File: config.mk
export PLATFORM = sky130hd
export DESIGN_NAME = fifo_pop_ctrl_flat
export DESIGN_NICKNAME = d
export VERILOG_FILES = /design/src/rtl/fifo_pop_ctrl_if.sv /design/src/rtl/fifo_pop_ctrl.sv /design/src/flat_wrapper.sv
export SDC_FILE = /design/constraint.sdc
export NUM_CORES = 1
export LEC_CHECK = 0
export ABC_AREA = 1
export CORE_ASPECT_RATIO = 1.1
export CORE_UTILIZATION = 50
export CTS_BUF_LIST = sky130_fd_sc_hd__clkbuf_16
export DETAILED_ROUTE_END_ITERATION = 8
export GPL_ROUTABILITY_DRIVEN = 0
export GPL_TIMING_DRIVEN = 0
export PLACE_DENSITY = 0.77
export SYNTH_ARGS = -nofsm -noshare
export SYNTH_HDL_FRONTEND = slang
export SYNTH_SLANG_ARGS = --single-unit
File: constraint.sdc
create_clock -name clk -period 4.4 [get_ports clk]
set_clock_uncertainty 0.1 [all_clocks]
set_input_delay 1.32 -clock clk [delete_from_list [all_inputs] [get_ports clk]]
set_output_delay 1.32 -clock clk [all_outputs]
set_load 0.1 [all_outputs]
File: src/rtl/fifo_pop_ctrl_if.sv
// rtl/fifo_pop_ctrl_if.sv - upstream-fifo and downstream handshake bundle for fifo_pop_ctrl
interface fifo_pop_ctrl_if #(
    parameter int DATA_SIZE = 10
);
    logic                 enable;
    logic                 fifo_empty;
    logic                 almost_empty;
    logic                 fifo_error;
    logic [DATA_SIZE-1:0] data_out_pop;
    logic                 read;
    logic [DATA_SIZE-1:0] data_out;
    logic                 valid_out;
    logic                 ready_in;
    logic [15:0]          pop_count;
    logic                 err_flag;

    modport master (
        input  enable, fifo_empty, almost_empty, fifo_error, data_out_pop, ready_in,
        output read, data_out, valid_out, pop_count, err_flag
    );

    modport slave (
        output enable, fifo_empty, almost_empty, fifo_error, data_out_pop, ready_in,
        input  read, data_out, valid_out, pop_count, err_flag
    );
endinterface

File: src/rtl/fifo_pop_ctrl.sv
// rtl/fifo_pop_ctrl.sv - drains an upstream fifo into a 2-entry skid buffer with a valid/ready output
module fifo_pop_ctrl #(
    parameter int DATA_SIZE = 10,
    parameter int MAIN_SIZE = 8
) (
    input  logic            clk,
    input  logic            reset,
    fifo_pop_ctrl_if.master bus
);
    localparam logic [1:0] IDLE  = 2'd0;
    localparam logic [1:0] RUN   = 2'd1;
    localparam logic [1:0] STOP  = 2'd2;
    localparam logic [1:0] ERROR = 2'd3;

    logic [1:0]           state_q, state_d;
    logic                 inflight_q, inflight_d;
    logic [1:0]           occ_q, occ_d;
    logic [DATA_SIZE-1:0] buf0_q, buf0_d;
    logic [DATA_SIZE-1:0] buf1_q, buf1_d;
    logic [15:0]          pop_count_q, pop_count_d;
    logic                 err_flag_q, err_flag_d;

    logic                 deq;
    logic                 read;
    logic [2:0]           committed;

    assign deq       = (occ_q != 2'd0) & bus.ready_in;
    // Words the buffer must still hold after this edge, counting the one already on its way.
    assign committed = {1'b0, occ_q} + {2'b00, inflight_q} - {2'b00, deq};

    // The empty flag upstream lags by a cycle, so near empty only every other cycle may pop.
    assign read = (state_q == RUN) & ~bus.fifo_empty & ~bus.fifo_error
                & (committed < 3'd2) & ~(bus.almost_empty & inflight_q);

    always_comb begin
        state_d = state_q;
        if (bus.fifo_error) begin
            state_d = ERROR;
        end else begin
            case (state_q)
                IDLE:    if (bus.enable) state_d = RUN;
                RUN:     if (!bus.enable) state_d = STOP;
                STOP:    state_d = IDLE;
                default: state_d = ERROR;
            endcase
        end
    end

    always_comb begin
        buf0_d = buf0_q;
        buf1_d = buf1_q;
        case ({inflight_q, deq})
            2'b10: begin
                if (occ_q == 2'd0) buf0_d = bus.data_out_pop;
                else               buf1_d = bus.data_out_pop;
            end
            2'b01: buf0_d = buf1_q;
            2'b11: begin
                if (occ_q == 2'd2) begin
                    buf0_d = buf1_q;
                    buf1_d = bus.data_out_pop;
                end else begin
                    buf0_d = bus.data_out_pop;
                end
            end
            default: ;
        endcase
    end

    always_comb begin
        inflight_d  = read;
        occ_d       = occ_q + {1'b0, inflight_q} - {1'b0, deq};
        pop_count_d = pop_count_q + {15'd0, deq};
        err_flag_d  = err_flag_q | (state_d == ERROR);
    end

    always_ff @(posedge clk or posedge reset) begin
        if (reset) begin
            state_q     <= IDLE;
            inflight_q  <= 1'b0;
            occ_q       <= 2'd0;
            buf0_q      <= '0;
            buf1_q      <= '0;
            pop_count_q <= 16'd0;
            err_flag_q  <= 1'b0;
        end else begin
            state_q     <= state_d;
            inflight_q  <= inflight_d;
            occ_q       <= occ_d;
            buf0_q      <= buf0_d;
            buf1_q      <= buf1_d;
            pop_count_q <= pop_count_d;
            err_flag_q  <= err_flag_d;
        end
    end

    assign bus.read      = read;
    assign bus.data_out  = buf0_q;
    assign bus.valid_out = (occ_q != 2'd0);
    assign bus.pop_count = pop_count_q;
    assign bus.err_flag  = err_flag_q;
endmodule

File: src/flat_wrapper.sv
// flat-port wrapper written by rule: the top's interface ports become plain ports
module fifo_pop_ctrl_flat 
#(
    parameter int DATA_SIZE = 10,
    parameter int MAIN_SIZE = 8
)
  (clk, reset, bus_enable, bus_fifo_empty, bus_almost_empty, bus_fifo_error, bus_data_out_pop, bus_ready_in, bus_read, bus_data_out, bus_valid_out, bus_pop_count, bus_err_flag);
  fifo_pop_ctrl_if #(.DATA_SIZE(DATA_SIZE)) bus_i ();
  input  logic clk;
  input  logic reset;
  input wire logic [$bits(bus_i.enable)-1:0] bus_enable;
  input wire logic [$bits(bus_i.fifo_empty)-1:0] bus_fifo_empty;
  input wire logic [$bits(bus_i.almost_empty)-1:0] bus_almost_empty;
  input wire logic [$bits(bus_i.fifo_error)-1:0] bus_fifo_error;
  input wire logic [$bits(bus_i.data_out_pop)-1:0] bus_data_out_pop;
  input wire logic [$bits(bus_i.ready_in)-1:0] bus_ready_in;
  output wire logic [$bits(bus_i.read)-1:0] bus_read;
  output wire logic [$bits(bus_i.data_out)-1:0] bus_data_out;
  output wire logic [$bits(bus_i.valid_out)-1:0] bus_valid_out;
  output wire logic [$bits(bus_i.pop_count)-1:0] bus_pop_count;
  output wire logic [$bits(bus_i.err_flag)-1:0] bus_err_flag;
  assign bus_i.enable = bus_enable;
  assign bus_i.fifo_empty = bus_fifo_empty;
  assign bus_i.almost_empty = bus_almost_empty;
  assign bus_i.fifo_error = bus_fifo_error;
  assign bus_i.data_out_pop = bus_data_out_pop;
  assign bus_i.ready_in = bus_ready_in;
  assign bus_read = bus_i.read;
  assign bus_data_out = bus_i.data_out;
  assign bus_valid_out = bus_i.valid_out;
  assign bus_pop_count = bus_i.pop_count;
  assign bus_err_flag = bus_i.err_flag;
  fifo_pop_ctrl #(.DATA_SIZE(DATA_SIZE), .MAIN_SIZE(MAIN_SIZE)) u_core (.clk(clk), .reset(reset), .bus(bus_i));
endmodule
==> flow_summary.json, run 1 <==
{
  "yosysSeqAreaShare": 0.520,
  "global_route.overflow_total": 0,
  "detail_route.wirelength_um": 4640,
  "floorplan.initialDensity": 0.540,
  "htreeDepth": 2,
  "pwr-share-seq": 0.278,
  "power.clock.fraction": 0.202,
  "viasPerCell": 5.24,
  "rr_endpoint": "u_core.inflight_q$_DFF_PP0_",
  "timing.reg2reg.setup_slack_ns": 2.00,
  "p_int_mw": 1.01,
  "ios": 46,
  "worst_r2r_path_depth": 12,
  "clockRootBuffer": "sky130_fd_sc_hd__clkbuf_16",
  "violations": "negative setup slack",
  "nFillCells": 284,
  "start_kind": "input pin",
  "worstPathArrival_ns": 3.06,
  "portBuffers": 45,
  "min-delay-path-class": "reg2reg",
  "switching_share": 0.490,
  "final.period_utilization": 1.02,
  "clk-insertion-delay-late_ns": 0.28,
  "tritoncts": "built",
  "postSynthCellCount": 230,
  "yosysTopAreaCellShare": 0.520,
  "startpoint": "bus_ready_in",
  "r2r_start": "u_core.occ_q[0]$_DFF_PP0_",
  "drc_violation_total_after_the_first_tritonroute_iteration": 123,
  "rows": 23,
  "cp.required_ns": 2.98,
  "cap_violations": 0,
  "run_status": "finished with violations",
  "max_slew.worst_pin.slew_ns": 0.985,
  "wire_per_inst_um": 13.7,
  "area_delta_synth_final_pct": 38.9,
  "final_period_minus_worst_setup_slack_ns": 4.48,
  "critPathCaptureType": "primary output",
  "drt_pass1_iterations": 4,
  "largest_cells_by_area_after_synthesis": "sky130_fd_sc_hd__dfrtp_1, sky130_fd_sc_hd__nand2_1, sky130_fd_sc_hd__nand3_1",
  "whs_ns": 0.371,
  "finalHoldViolations": 0,
  "grt_setup_unrepaired": "true",
  "max-vdd-ir-drop_mv": 0.478,
  "fmax_mhz": 223,
  "tritoncts_buffers": 5,
  "detailroute.via_count": 1778,
  "synth_largest_area_cell": "sky130_fd_sc_hd__dfrtp_1",
  "drv_slew": 0,
  "setup_ws_ns": -0.0800,
  "switchingPower_uw": 973,
  "place_ws_ns": -1.77,
  "yosys.cell_types.count": 24,
  "ctsLongestPathBuffers": 2,
  "power-per-cell-area_mw_per_mm2": 707,
  "ant_nets": 0,
  "antenna-diode-count": 0,
  "clk_pin_slew_ns": 0.06,
  "worstPathMaxFanout": 2,
  "hpwlAfterDp_um": 3100,
  "max_slew_headroom": 0.341,
  "power.leakage_nw": 1.30,
  "post_cts_hold_buffer_count": 0,
  "floorplan.die_area_mm2": 0.00430,
  "clock_sinks": 42,
  "synthesized_area_per_cell_um2": 8.79,
  "setup-violations-final": 1,
  "type_of_the_setup_path_with_the_least_slack": "in2out",
  "p_total_mw": 1.99,
  "num-nets-final": 311,
  "netlist_area_mm2": 0.00202,
  "floorplan.core_area_mm2": 0.00374,
  "grt_pass1_wl_um": 7740,
  "grt_use_total": 0.241,
  "synth_warnings": 0,
  "synth_nets": 252,
  "maximum_number_of_pins_on_one_net_before_global_route_repair": 43,
  "final.setup.tns_ns": -0.0800,
  "pwr-share-comb": 0.520,
  "crit_end": "bus_read",
  "floorplan.die.height_um": 68.7,
  "remaining_drc_errors": 0,
  "synth.ff_latch_count": 42,
  "die_width_um": 62.6,
  "final_layout_size_suffix_gt1_frac": 0.135,
  "grt_pass1_vias": 1777,
  "antenna_found_initial": 0
}
[layout by cell type (no fill, tap or decap), types with 5 or more instances in the layout]
cell type                         count
sky130_fd_sc_hd__inv_2                5
sky130_fd_sc_hd__nor2_1              15
sky130_fd_sc_hd__xnor2_1              5
sky130_fd_sc_hd__buf_4                7
sky130_fd_sc_hd__nand4_1             13
sky130_fd_sc_hd__nand2_1             61
sky130_fd_sc_hd__clkdlybuf4s50_1     43
sky130_fd_sc_hd__clkbuf_16            5
sky130_fd_sc_hd__nand3_1             42
sky130_fd_sc_hd__inv_1               13
sky130_fd_sc_hd__dfrtp_1             42
[timing repair]
| action | in CTS | in global routing |
|---|---|---|
| setup endpoints to repair | 1 | 1 |
| pin swaps | 5 | 4 |
| setup buffers | 4 | 3 |
| resized for setup | 23 | 1 |
[logic make-up after synthesis]
family | after synthesis | synth area share
simple gates | 142 | 0.328
flops | 42 | 0.520
buf+inv | 25 | 0.0570
compound gates | 8 | 0.0260
xor+xnor | 8 | 0.0347
fa+ha+maj | 5 | 0.0347
[flip-flops by register name (all words and copies together), names as in the netlist]
register,count
u_core.buf1_q,10
u_core.occ_q,2
u_core.bus.err_flag,1
u_core.inflight_q,1
u_core.state_q,2
u_core.bus.pop_count,16
u_core.bus.data_out,10
[cell type report]
type / instances / area (µm²) / share of cell area
inverter: 18 / 67.6 / 0.0241
tap: 50 / 62.6 / 0.0223
clock inverter: 2 / 33.8 / 0.0120
buffer: 7 / 57.6 / 0.0205
timing repair buffer: 52 / 518 / 0.184
sequential: 42 / 1050 / 0.374
clock buffer: 5 / 125 / 0.0446
multi-input combinational: 163 / 892 / 0.318
[cells in the mapped netlist]
cell / count
sky130_fd_sc_hd__xor2_1: 3
sky130_fd_sc_hd__nand2_2: 1
sky130_fd_sc_hd__buf_2: 5
sky130_fd_sc_hd__buf_6: 2
sky130_fd_sc_hd__nor2_2: 2
sky130_fd_sc_hd__a21o_2: 1
sky130_fd_sc_hd__nand2_1: 61
sky130_fd_sc_hd__nand3_2: 2
sky130_fd_sc_hd__nand3_1: 42
sky130_fd_sc_hd__nand4_1: 13
sky130_fd_sc_hd__nor3_1: 1
sky130_fd_sc_hd__nand2_4: 2
sky130_fd_sc_hd__inv_2: 3
sky130_fd_sc_hd__o211ai_1: 2
sky130_fd_sc_hd__xnor2_1: 5
sky130_fd_sc_hd__a22o_1: 1
sky130_fd_sc_hd__inv_1: 15
sky130_fd_sc_hd__o21ai_1: 1
sky130_fd_sc_hd__ha_1: 4
sky130_fd_sc_hd__nor2_1: 16
sky130_fd_sc_hd__o21ai_0: 3
sky130_fd_sc_hd__fa_1: 1
sky130_fd_sc_hd__dfrtp_1: 42
sky130_fd_sc_hd__nand3b_1: 2
[worst min path at each step]
stage | depth (start not counted) | slack, ns | from | endpoint
CTS | 2 | 0.37 | u_core.buf1_q[4]$_DFFE_PP0P_ | u_core.buf1_q[4]$_DFFE_PP0P_
finish | 2 | 0.37 | u_core.buf1_q[4]$_DFFE_PP0P_ | u_core.buf1_q[4]$_DFFE_PP0P_
floorplan | 2 | 0.34 | u_core.buf1_q[2]$_DFFE_PP0P_ | u_core.buf1_q[2]$_DFFE_PP0P_
detailed placement | 2 | 0.36 | u_core.buf1_q[4]$_DFFE_PP0P_ | u_core.buf1_q[4]$_DFFE_PP0P_
global route | 1 | 0.41 | u_core.bus.err_flag$_DFF_PP0_ | u_core.bus.err_flag$_DFF_PP0_
global placement | 2 | 0.35 | u_core.buf1_q[5]$_DFFE_PP0P_ | u_core.buf1_q[5]$_DFFE_PP0P_
[routing by layer]
layer	up-vias	track usage	wire length, µm
met5	-	0	0
met1	824	0.279	1960
met2	62	0.438	2310
met3	11	0.0543	252
li1	881	-	-
met4	0	0.105	108
[metrics by stage]
stage	instance area, µm²	utilization	std cells
after CTS	2780	0.743	336
after global placement	2540	0.679	325
after floorplan	2030	-	230
after global routing	2810	0.751	339
after detailed placement	2540	0.679	325
final	2810	0.751	339
[power groups by stage]
| stage | clock network, mW | logic (mW) | registers (mW) |
|---|---|---|---|
| after floorplan | 0 | 0.244 | 1.04 |
| after global placement | 0 | 0.954 | 0.552 |
| after detailed placement | 0 | 0.963 | 0.555 |
| after CTS | 0.410 | 1.01 | 0.552 |
| after global routing | 0.424 | 1.08 | 0.562 |
| final | 0.402 | 1.03 | 0.551 |
[critical path, cell delays in order]
cell and delay [ns]:
sky130_fd_sc_hd__buf_8 0.08, sky130_fd_sc_hd__nand2_4 0.05, sky130_fd_sc_hd__buf_8 0.12, sky130_fd_sc_hd__ha_4 0.25
sky130_fd_sc_hd__inv_2 0.04, sky130_fd_sc_hd__ha_4 0.14, sky130_fd_sc_hd__fa_1 0.48, sky130_fd_sc_hd__nor3_2 0.12
sky130_fd_sc_hd__o211ai_1 0.15, sky130_fd_sc_hd__nor2_4 0.14, sky130_fd_sc_hd__buf_12 0.18
Power figures use the tool's default switching activity.
==> run 2: changes to the inputs <==
--- a/config.mk
+++ b/config.mk
@@ -7,12 +7,13 @@
 export LEC_CHECK = 0
 export ABC_AREA = 1
 export CORE_ASPECT_RATIO = 1.1
-export CORE_UTILIZATION = 50
+export CORE_UTILIZATION = 62
 export CTS_BUF_LIST = sky130_fd_sc_hd__clkbuf_16
 export DETAILED_ROUTE_END_ITERATION = 8
+export DONT_BUFFER_PORTS = 1
 export GPL_ROUTABILITY_DRIVEN = 0
 export GPL_TIMING_DRIVEN = 0
-export PLACE_DENSITY = 0.77
+export PLACE_DENSITY = 0.75
 export SYNTH_ARGS = -nofsm -noshare
 export SYNTH_HDL_FRONTEND = slang
 export SYNTH_SLANG_ARGS = --single-unit
==> flow_summary.json, run 2 (synthesized netlist as in run 1, its figures left out) <==
{
  "run_status": "finished with violations",
  "violations": "negative setup slack",
  "drv_slew": 0,
  "switching_share": 0.546,
  "crit_path_max_incr_delay_ns": 0.52,
  "hpwlAfterDp_um": 2960,
  "area_delta_synth_final_pct": 12.9,
  "num-nets-final": 262,
  "tritoncts": "built",
  "grt_pass1_wl_um": 7100,
  "place_ws_ns": -0.361,
  "min-delay-path-class": "reg2reg",
  "layout.area.seq_mm2": 0.00105,
  "max_slew.worst_pin.slew_ns": 1.02,
  "footprint_of_the_multi_input_gates_um2": 901,
  "floorplan.die.height_um": 61.9,
  "fmax_mhz": 218,
  "floorplan.die_area_mm2": 0.00349,
  "rows": 21,
  "clk-insertion-delay-late_ns": 0.28,
  "clockRootBuffer": "sky130_fd_sc_hd__clkbuf_16",
  "clk_pin_slew_ns": 0.06,
  "worstPathMaxFanout": 5,
  "p_total_mw": 1.74,
  "viasPerCell": 6.00,
  "worstPathArrival_ns": 3.16,
  "p_int_uw": 791,
  "ios": 46,
  "ant_nets": 0,
  "pwr-share-seq": 0.606,
  "power.leakage_nw": 1.10,
  "final_cell_mix": "sky130_fd_sc_hd__nand2_1, sky130_fd_sc_hd__nand3_1, sky130_fd_sc_hd__dfrtp_1",
  "post_layout_nonfiller_instances": 275,
  "tritoncts_buffers": 5,
  "global_route.overflow_total": 0,
  "wire_per_inst_um": 15.8,
  "ctsLongestPathBuffers": 2,
  "detail_route.wirelength_um": 4330,
  "die_width_um": 56.4,
  "critPathMostFrequentCell": "sky130_fd_sc_hd__ha_4",
  "post_cts_hold_buffer_count": 0,
  "max_slew_headroom": 0.320,
  "setup_ws_ns": -0.177,
  "remaining_drc_errors": 0,
  "drt_pass1_iterations": 4,
  "power-per-cell-area_mw_per_mm2": 764,
  "setup-violations-final": 1,
  "cp.required_ns": 2.98,
  "type_of_the_setup_path_with_the_least_slack": "in2out",
  "floorplan.core_area_mm2": 0.00307,
  "critPathCaptureType": "primary output",
  "final_period_minus_worst_setup_slack_ns": 4.58,
  "grt_setup_unrepaired": "true",
  "start_kind": "input pin",
  "detailroute.via_count": 1651,
  "drc_violation_total_after_the_first_tritonroute_iteration": 97,
  "floorplan.initialDensity": 0.657,
  "nFillCells": 214,
  "clock_sinks": 42,
  "portBuffers": 0,
  "final.setup.tns_ns": -0.177,
  "antenna_found_initial": 0,
  "final.period_utilization": 1.04,
  "crit_slowest_cell": "sky130_fd_sc_hd__nor2_4",
  "cp_cell_sequence": "nand2_8 -> buf_6 -> ha_4 -> inv_2 -> ha_4 -> fa_1 -> nor3_2 -> o211ai_1 -> nor2_4",
  "grt_use_total": 0.270,
  "antenna-diode-count": 0,
  "finalHoldViolations": 0,
  "whs_ns": 0.377,
  "grt_pass1_vias": 1605,
  "largest_register_ffs": 16,
  "final_layout_size_suffix_gt1_frac": 0.141,
  "cap_violations": 0,
  "layout.cells.most_common": "sky130_fd_sc_hd__nand2_1",
  "htreeDepth": 2,
  "max-vdd-ir-drop_mv": 0.800,
  "pwr-share-comb": 0.188,
  "switchingPower_uw": 951,
  "power.clock.fraction": 0.205,
  "maximum_number_of_pins_on_one_net_before_global_route_repair": 43,
  "dp_cells": 264
}
-- run 2: changes by cell type in the layout (fill, tap and decap cells not counted), sizes merged --
cell | previous run | this run
clkdlybuf4s50 | 43 | 0
clkinv | 1 | 2
bufinv | 1 | 0
inv | 18 | 19
buf | 16 | 10
-- run 2: stage by stage --
step	cell area, µm²	utilization
floorplan	2030	-
global placement	2070	0.674
detailed placement	2070	0.674
CTS	2270	0.738
global route	2280	0.742
finish	2280	0.742
-- run 2: what timing repair did --
action | 4_1_cts | 5_1_grt
resized for setup | 7 | 1
setup buffers | 2 | 1
endpoints found under the setup margin | 1 | 1
hold endpoints to repair | 0 | 0
pin swaps | 5 | 5
-- run 2: power by group through the flow --
stage          registers (mW)  clock network [mW]  logic, mW
4_1_cts                  1.06               0.362      0.320
5_1_grt                  1.07               0.380      0.366
3_3_place_gp             1.06                   0      0.283
3_5_place_dp             1.06                   0      0.293
2_1_floorplan            1.04                   0      0.244
6_report                 1.06               0.358      0.328
-- run 2: per-layer routing --
layer,part of all wire,GRT usage
met3,0.065,0.0663
met5,0,0
met1,0.39,0.313
met4,0.022,0.132
met2,0.52,0.479
-- run 2: worst max-delay path, delay by kind of cell --
kind                     cells  cell delay (ns)
AND/OR/NAND/NOR              3             0.67
adder cells (fa/ha/maj)      3             0.86
AO/OA/AOI/OAI                1             0.14
buffers and inverters        2             0.16
-- run 2: path summary, 6_finish.rpt --
path / startpoint / end / slack, ns / depth (start not counted)
setup / recovery: bus_ready_in / bus_read / -0.18 / 9
hold / removal: u_core.buf1_q[9]$_DFFE_PP0P_ / u_core.buf1_q[9]$_DFFE_PP0P_ / 0.38 / 2
setup reg to reg: u_core.occ_q[0]$_DFF_PP0_ / u_core.inflight_q$_DFF_PP0_ / 1.61 / 11
hold reg to reg: u_core.buf1_q[9]$_DFFE_PP0P_ / u_core.buf1_q[9]$_DFFE_PP0P_ / 0.38 / 2
max in group asynchronous: reset / u_core.bus.data_out[2]$_DFFE_PP0P_ / 2.69 / 1
min in group asynchronous: reset / u_core.bus.pop_count[2]$_DFF_PP0_ / 0.98 / 1
-- run 2: area by class of cell --
class,instances,share of cell area
Tap cell,34,0.0187
Clock buffer,5,0.0549
Buffer,7,0.0236
Sequential cell,42,0.461
Clock inverter,3,0.00768
Multi-Input combinational cell,163,0.395
Timing Repair Buffer,3,0.00987
Inverter,18,0.0296
